### src/rtl/pellet_renderer.sv
// pellet_renderer: 32x28 map of 2-bit pellet tile codes with a video render port and an eat port.
// Optional power-pellet blink is enabled by defining POWER_BLINK_EN.
module pellet_renderer (
  input  logic       clk,
  input  logic       reset,
  input  logic [8:0] hpos,
  input  logic [8:0] vpos,
  output logic [1:0] sprite,
  output logic [2:0] yin,
  output logic [2:0] xin,
  input  logic       bm_out,
  output logic       pellet_pixel,
  input  logic       eat_req,
  input  logic [4:0] eat_col,
  input  logic [4:0] eat_row,
  output logic       eat_ack,
  output logic [1:0] eat_kind,
  output logic [9:0] pellets_left,
  output logic       level_clear,
  output logic       ready
);

  localparam logic [9:0] LAST_ADDR = 10'd895;
  localparam logic [4:0] NUM_ROWS  = 5'd28;

  typedef enum logic [1:0] {FILL, IDLE, EAT_RD, EAT_WR} state_t;

  state_t     state;
  logic [1:0] tile_mem [0:895];
  logic [9:0] fill_addr;
  logic [1:0] fill_code_now;
  logic [4:0] eat_col_q;
  logic [4:0] eat_row_q;
  logic       eat_in_map;
  logic [1:0] eat_code_p0;

  logic [9:0] render_addr;
  logic       in_play;
  logic [1:0] code_p0;
  logic [2:0] hpix_p0;
  logic [2:0] vpix_p0;
  logic       vld_p0;
  logic       blank_p0;

  // Columns 0 and 31 are border walls: no lane, horizontal or vertical, reaches them.
  function automatic logic [1:0] fill_code(input logic [4:0] col, input logic [4:0] row);
    logic interior;
    logic corner_col;
    logic corner_row;
    logic lane_h;
    logic lane_v;
    interior   = (col >= 5'd1) && (col <= 5'd30);
    corner_col = (col == 5'd1) || (col == 5'd30);
    corner_row = (row == 5'd1) || (row == 5'd25);
    lane_h     = (row[1:0] == 2'd1);
    lane_v     = ((col % 5'd5) == 5'd1) && (row >= 5'd1) && (row <= 5'd26);
    if (corner_col && corner_row)
      fill_code = 2'd3;
    else if (interior && (lane_h || lane_v))
      fill_code = 2'd1;
    else
      fill_code = 2'd0;
  endfunction

  assign fill_code_now = fill_code(fill_addr[4:0], fill_addr[9:5]);
  assign eat_in_map    = (eat_row_q < NUM_ROWS);
  assign render_addr   = {vpos[7:3], hpos[7:3]};
  assign in_play       = (hpos < 9'd256) && (vpos < 9'd224);

  // Single write port shared by the fill sweep and the eat clear.
  always_ff @(posedge clk) begin
    if (!reset) begin
      if (state == FILL)
        tile_mem[fill_addr] <= fill_code_now;
      else if ((state == EAT_WR) && eat_in_map)
        tile_mem[{eat_row_q, eat_col_q}] <= 2'd0;
    end
  end

  always_ff @(posedge clk) begin
    if (state == EAT_RD)
      eat_code_p0 <= eat_in_map ? tile_mem[{eat_row_q, eat_col_q}] : 2'd0;
  end

  always_ff @(posedge clk) begin
    if (reset) begin
      state        <= FILL;
      fill_addr    <= 10'd0;
      pellets_left <= 10'd0;
      eat_ack      <= 1'b0;
      eat_kind     <= 2'd0;
      ready        <= 1'b0;
      eat_col_q    <= 5'd0;
      eat_row_q    <= 5'd0;
    end else begin
      eat_ack <= 1'b0;
      case (state)
        FILL: begin
          if (fill_code_now != 2'd0)
            pellets_left <= pellets_left + 10'd1;
          if (fill_addr == LAST_ADDR) begin
            fill_addr <= 10'd0;
            state     <= IDLE;
            ready     <= 1'b1;
          end else begin
            fill_addr <= fill_addr + 10'd1;
          end
        end
        IDLE: begin
          if (eat_req) begin
            eat_col_q <= eat_col;
            eat_row_q <= eat_row;
            state     <= EAT_RD;
          end
        end
        EAT_RD: state <= EAT_WR;
        EAT_WR: begin
          eat_ack  <= 1'b1;
          eat_kind <= eat_code_p0;
          if ((eat_code_p0 != 2'd0) && (pellets_left != 10'd0))
            pellets_left <= pellets_left - 10'd1;
          state <= IDLE;
        end
        default: begin
          state <= FILL;
          ready <= 1'b0;
        end
      endcase
    end
  end

  assign level_clear = ready && (pellets_left == 10'd0);

  // Stage p0: tile read; a same-edge eat write is not yet visible here.
  always_ff @(posedge clk) begin
    code_p0 <= tile_mem[render_addr];
    hpix_p0 <= hpos[2:0];
    vpix_p0 <= vpos[2:0];
  end

  always_ff @(posedge clk) begin
    if (reset)
      vld_p0 <= 1'b0;
    else
      vld_p0 <= in_play && (state != FILL);
  end

  assign sprite = vld_p0 ? code_p0 : 2'd0;
  assign yin    = vpix_p0;
  assign xin    = hpix_p0;

`ifdef POWER_BLINK_EN
  logic [4:0] frame_cnt;

  always_ff @(posedge clk) begin
    if (reset)
      frame_cnt <= 5'd0;
    else if ((hpos == 9'd0) && (vpos == 9'd0))
      frame_cnt <= frame_cnt + 5'd1;
  end

  assign blank_p0 = (sprite == 2'd3) && frame_cnt[4];
`else
  assign blank_p0 = 1'b0;
`endif

  // Stage p1: bitmap pixel register.
  always_ff @(posedge clk) begin
    if (reset)
      pellet_pixel <= 1'b0;
    else
      pellet_pixel <= bm_out && !blank_p0;
  end

endmodule

### config.mk
export PLATFORM = sky130hd
export DESIGN_NAME = pellet_renderer
export DESIGN_NICKNAME = d
export VERILOG_FILES = /design/src/rtl/pellet_renderer.sv
export SDC_FILE = /design/constraint.sdc
export NUM_CORES = 2
export LEC_CHECK = 0
export BUFFER_PORTS_ARGS = -buffer_cell sky130_fd_sc_hd__buf_4
export CAP_MARGIN = 20
export CORE_ASPECT_RATIO = 0.9
export CORE_MARGIN = 4
export CORE_UTILIZATION = 64
export CTS_CLUSTER_SIZE = 10
export DETAILED_ROUTE_END_ITERATION = 10
export PLACE_DENSITY = 0.8
export SLEW_MARGIN = 20
export SYNTH_ARGS = -nofsm -noshare
export SYNTH_HDL_FRONTEND = slang
export SYNTH_SLANG_ARGS = --single-unit
export TNS_END_PERCENT = 1
### constraint.sdc
create_clock -name clk -period 76.1 [get_ports clk]
set_input_delay 19.025 -clock clk [delete_from_list [all_inputs] [get_ports clk]]
set_output_delay 19.025 -clock clk [all_outputs]
set_load 0.1 [all_outputs]
==> flow_summary.yaml <==
worst_setup_path:
  worstSetupEndpointType: "flip-flop"
  arrival_ns: 25.43
  cp.required_ns: 76.81
  worstRegToRegCells: 12
  critPathMaxFanout: 81
  crit_type: "input port to flip-flop"
  worst_setup_path_start_kind: "input port"
sta:
  max_clock_freq_mhz: 40.5
  post-route-period-util: 0.325
  drv_slew: 0
  period_minus_slack_ns: 24.72
  setup_viol: 0
  finalHoldViolCount: 0
  fin_ws_ns: 51.38
  finalClockSkew_ns: 0.0422
  rsz0062_at_grt: "no"
  timing_worst_slew_pin_value_ns: 1.25
  fin_tns_setup_ns: 0
  max_slew_margin: 0.160
yosys:
  ys_ff_latch: 1840
  synth_ff_type: "edfxtp_1"
  ys_seq_area_frac: 0.613
  yosys.cell_types.count: 72
  synth.top_cell.area_share: 0.603
  avgSynthCellArea_um2: 16.0
  syn_area_um2: 89400
  async_reset_ff_frac: 0
  yosys_warnings: 0
  synth-edff-count: 1794
  syn_inst: 5581
  synth_area_leader_cell: "edfxtp_1"
  synth_area_leaders: "edfxtp_1 60%, mux4_2 20%, nor2_1 4.1%"
  synthesis.nets: 5634
clock_tree:
  cts_tree: "built"
  cts_resized: 0
  cts_setup_buffers: 0
  cts.clk_slew.worst_paths_ns: 0.06
  root_buffer: "clkbuf_16"
  cts_inserted_buffers: 205
  cts_max_path_buffers: 3
  holdBufCountCts: 0
  clk_latency_ns: 0.87
  cts.sinks: 1840
  cts_max_level: 4
placement:
  place_ws_ns: 50.61
  gp_congestion: 0.946
  dp_cells: 7085
  hpwl_um: 165000
  placedInstanceArea_um2: 91000
  port_buffers: 55
layout:
  instances_no_fill: 7428
  final_cell_area_um2: 96900
  fill_cells: 8480
  drive_above_1_share: 0.236
  area_growth_pct: 8.43
  fin_nets: 5513
die:
  fp.dieH_um: 363
  die_area_um2: 146000
  fp-row-count: 129
  floorplan.initialDensity: 0.647
  die_w_um: 402
  pin_count: 56
  core_um2: 138000
power_and_ir_drop:
  ir_worst_vdd_mv: 0.0228
  power.density_nw_per_um2: 23.0
  cellLeakagePower_nw: 26.0
outcome:
  status: "finished clean"
global_routing:
  grt_max_degree: 258
  grt_pass1_vias: 58700
  grt_pass1_wl_um: 411000
  antenna_found_initial: 12
  overflow: 0
  grt_usage: 0.395
drt:
  vias: 60300
  drtPass1Iterations: 8
  postRouteAntennaNets: 0
  wl_per_cell_um: 38.7
  wl_um: 288000
  first_iter_violations: 11900
  drc: 0
  vias_per_cell: 8.12
worst_hold_path:
  hold_depth: 2
  min_path_type: "flip-flop to flip-flop"
job:
  cap_viol_max_count: 0
[worst paths after layout]
check,from,endpoint,slack [ns]
max,hpos[4],code_p0[1],51.38
min,ready,ready,0.50
max reg2reg,fill_addr[2],tile_mem[664][0],69.62
min reg2reg,ready,ready,0.50
[state kept, by name, indices dropped and copies added (netlist names)]
name / count
code_p0: 2
eat_ack: 1
eat_code_p0: 2
eat_col_q: 5
eat_kind: 2
eat_row_q: 5
fill_addr: 10
pellet_pixel: 1
pellets_left: 10
ready: 1
state: 2
tile_mem: 1792
vld_p0: 1
xin: 3
yin: 3
[report_power, final]
part	total (mW)	switching (mW)	internal [mW]	leakage, nW
Clock	0.896	0.394	0.502	2.79
Combinational	0.232	0.158	0.0738	8.78
Sequential	1.11	0.00653	1.10	14.4
[through the flow]
stage / hold WS [ns] / power, mW / util
after CTS: 0.500 / 2.22 / 0.701
after detailed placement: 0.492 / 1.34 / 0.658
after global routing: 0.526 / 2.28 / 0.701
final: 0.497 / 2.23 / 0.701
after global placement: 0.461 / 1.34 / 0.658
after floorplan: 0.477 / 1.27 / -
[Yosys cell counts (14+ instances only)]
| cell type | n |
|---|---|
| a22oi_1 | 130 |
| mux2_2 | 21 |
| buf_1 | 52 |
| nor2b_1 | 27 |
| a211o_1 | 14 |
| a22o_1 | 62 |
| o211ai_1 | 14 |
| ha_1 | 20 |
| a21oi_1 | 115 |
| o221ai_1 | 58 |
| nand2b_1 | 32 |
| nor3_1 | 36 |
| o22ai_1 | 91 |
| nand4_1 | 20 |
| dfxtp_1 | 46 |
| nand2_1 | 170 |
| nor4_1 | 20 |
| mux4_2 | 806 |
| inv_1 | 16 |
| a221oi_1 | 17 |
| nand3_1 | 67 |
| nor2_1 | 982 |
| clkbuf_1 | 248 |
| mux2i_1 | 228 |
| buf_4 | 49 |
| a31oi_1 | 24 |
| o21ai_0 | 50 |
| a211oi_1 | 47 |
| buf_6 | 30 |
| buf_2 | 121 |
| edfxtp_1 | 1794 |
[metal layers]
metal	vias up	global-route usage	routed length, um
met5	-	0.0130	353
met4	14	0.234	20600
met3	1352	0.183	54600
met2	6621	0.545	122000
met1	29900	0.517	90100
li1	22400	-	-
[cell type report]
type	instances	area (um^2)	share of cell area
diodes	19	47.5	0.000491
clock buffers	304	5610	0.0579
clock inverters	18	203	0.00209
inverters	18	67.6	0.000697
multi-input cells	3221	32400	0.334
flip-flops and latches	1840	54800	0.566
well taps	1834	2290	0.0237
repair buffers	174	1470	0.0152
[cell usage in the layout (no fill, tap or decap), types with 12 or more instances in the layout]
master / Yosys / routed
clkbuf_1: 248 / 93
mux4_2: 806 / 806
mux2i_1: 228 / 228
inv_1: 16 / 16
xnor2_1: 12 / 12
nand4_1: 20 / 20
edfxtp_1: 1794 / 1794
mux2_2: 21 / 21
a211o_1: 14 / 14
ha_1: 20 / 20
a221oi_1: 17 / 17
a31oi_1: 24 / 23
nor3_1: 36 / 32
a22o_1: 62 / 62
o21ai_0: 50 / 50
clkbuf_16: 0 / 209
a22oi_1: 130 / 130
nand2_1: 170 / 128
nand2_2: 0 / 18
diode_2: 0 / 19
a211oi_1: 47 / 47
buf_4: 49 / 158
nor2b_1: 27 / 18
nor2_1: 982 / 979
nand2b_1: 32 / 30
o211ai_1: 14 / 14
nor4_1: 20 / 20
a21oi_1: 115 / 115
nand3_1: 67 / 67
nand2_4: 0 / 24
o221ai_1: 58 / 58
o22ai_1: 91 / 91
dfxtp_1: 46 / 40
[cell families after synthesis]
family,Yosys count,synth area share
compound gates,702,0.0557
xor+xnor,16,0.00157
fa+ha+maj,21,0.00302
buf+inv,520,0.0283
flops,1840,0.613
mux,1055,0.231
simple gates,1427,0.0671
[critical path, cell delays in order]
cell,delay [ns]
buf_8,0.53
buf_4,0.95
buf_4,0.83
buf_4,0.80
buf_4,0.82
mux4_2,0.42
mux4_2,0.54
a22o_1,0.28
o21ai_0,0.44
nand4_1,0.18
or3_1,0.42
(Power assumes the default switching activity.)
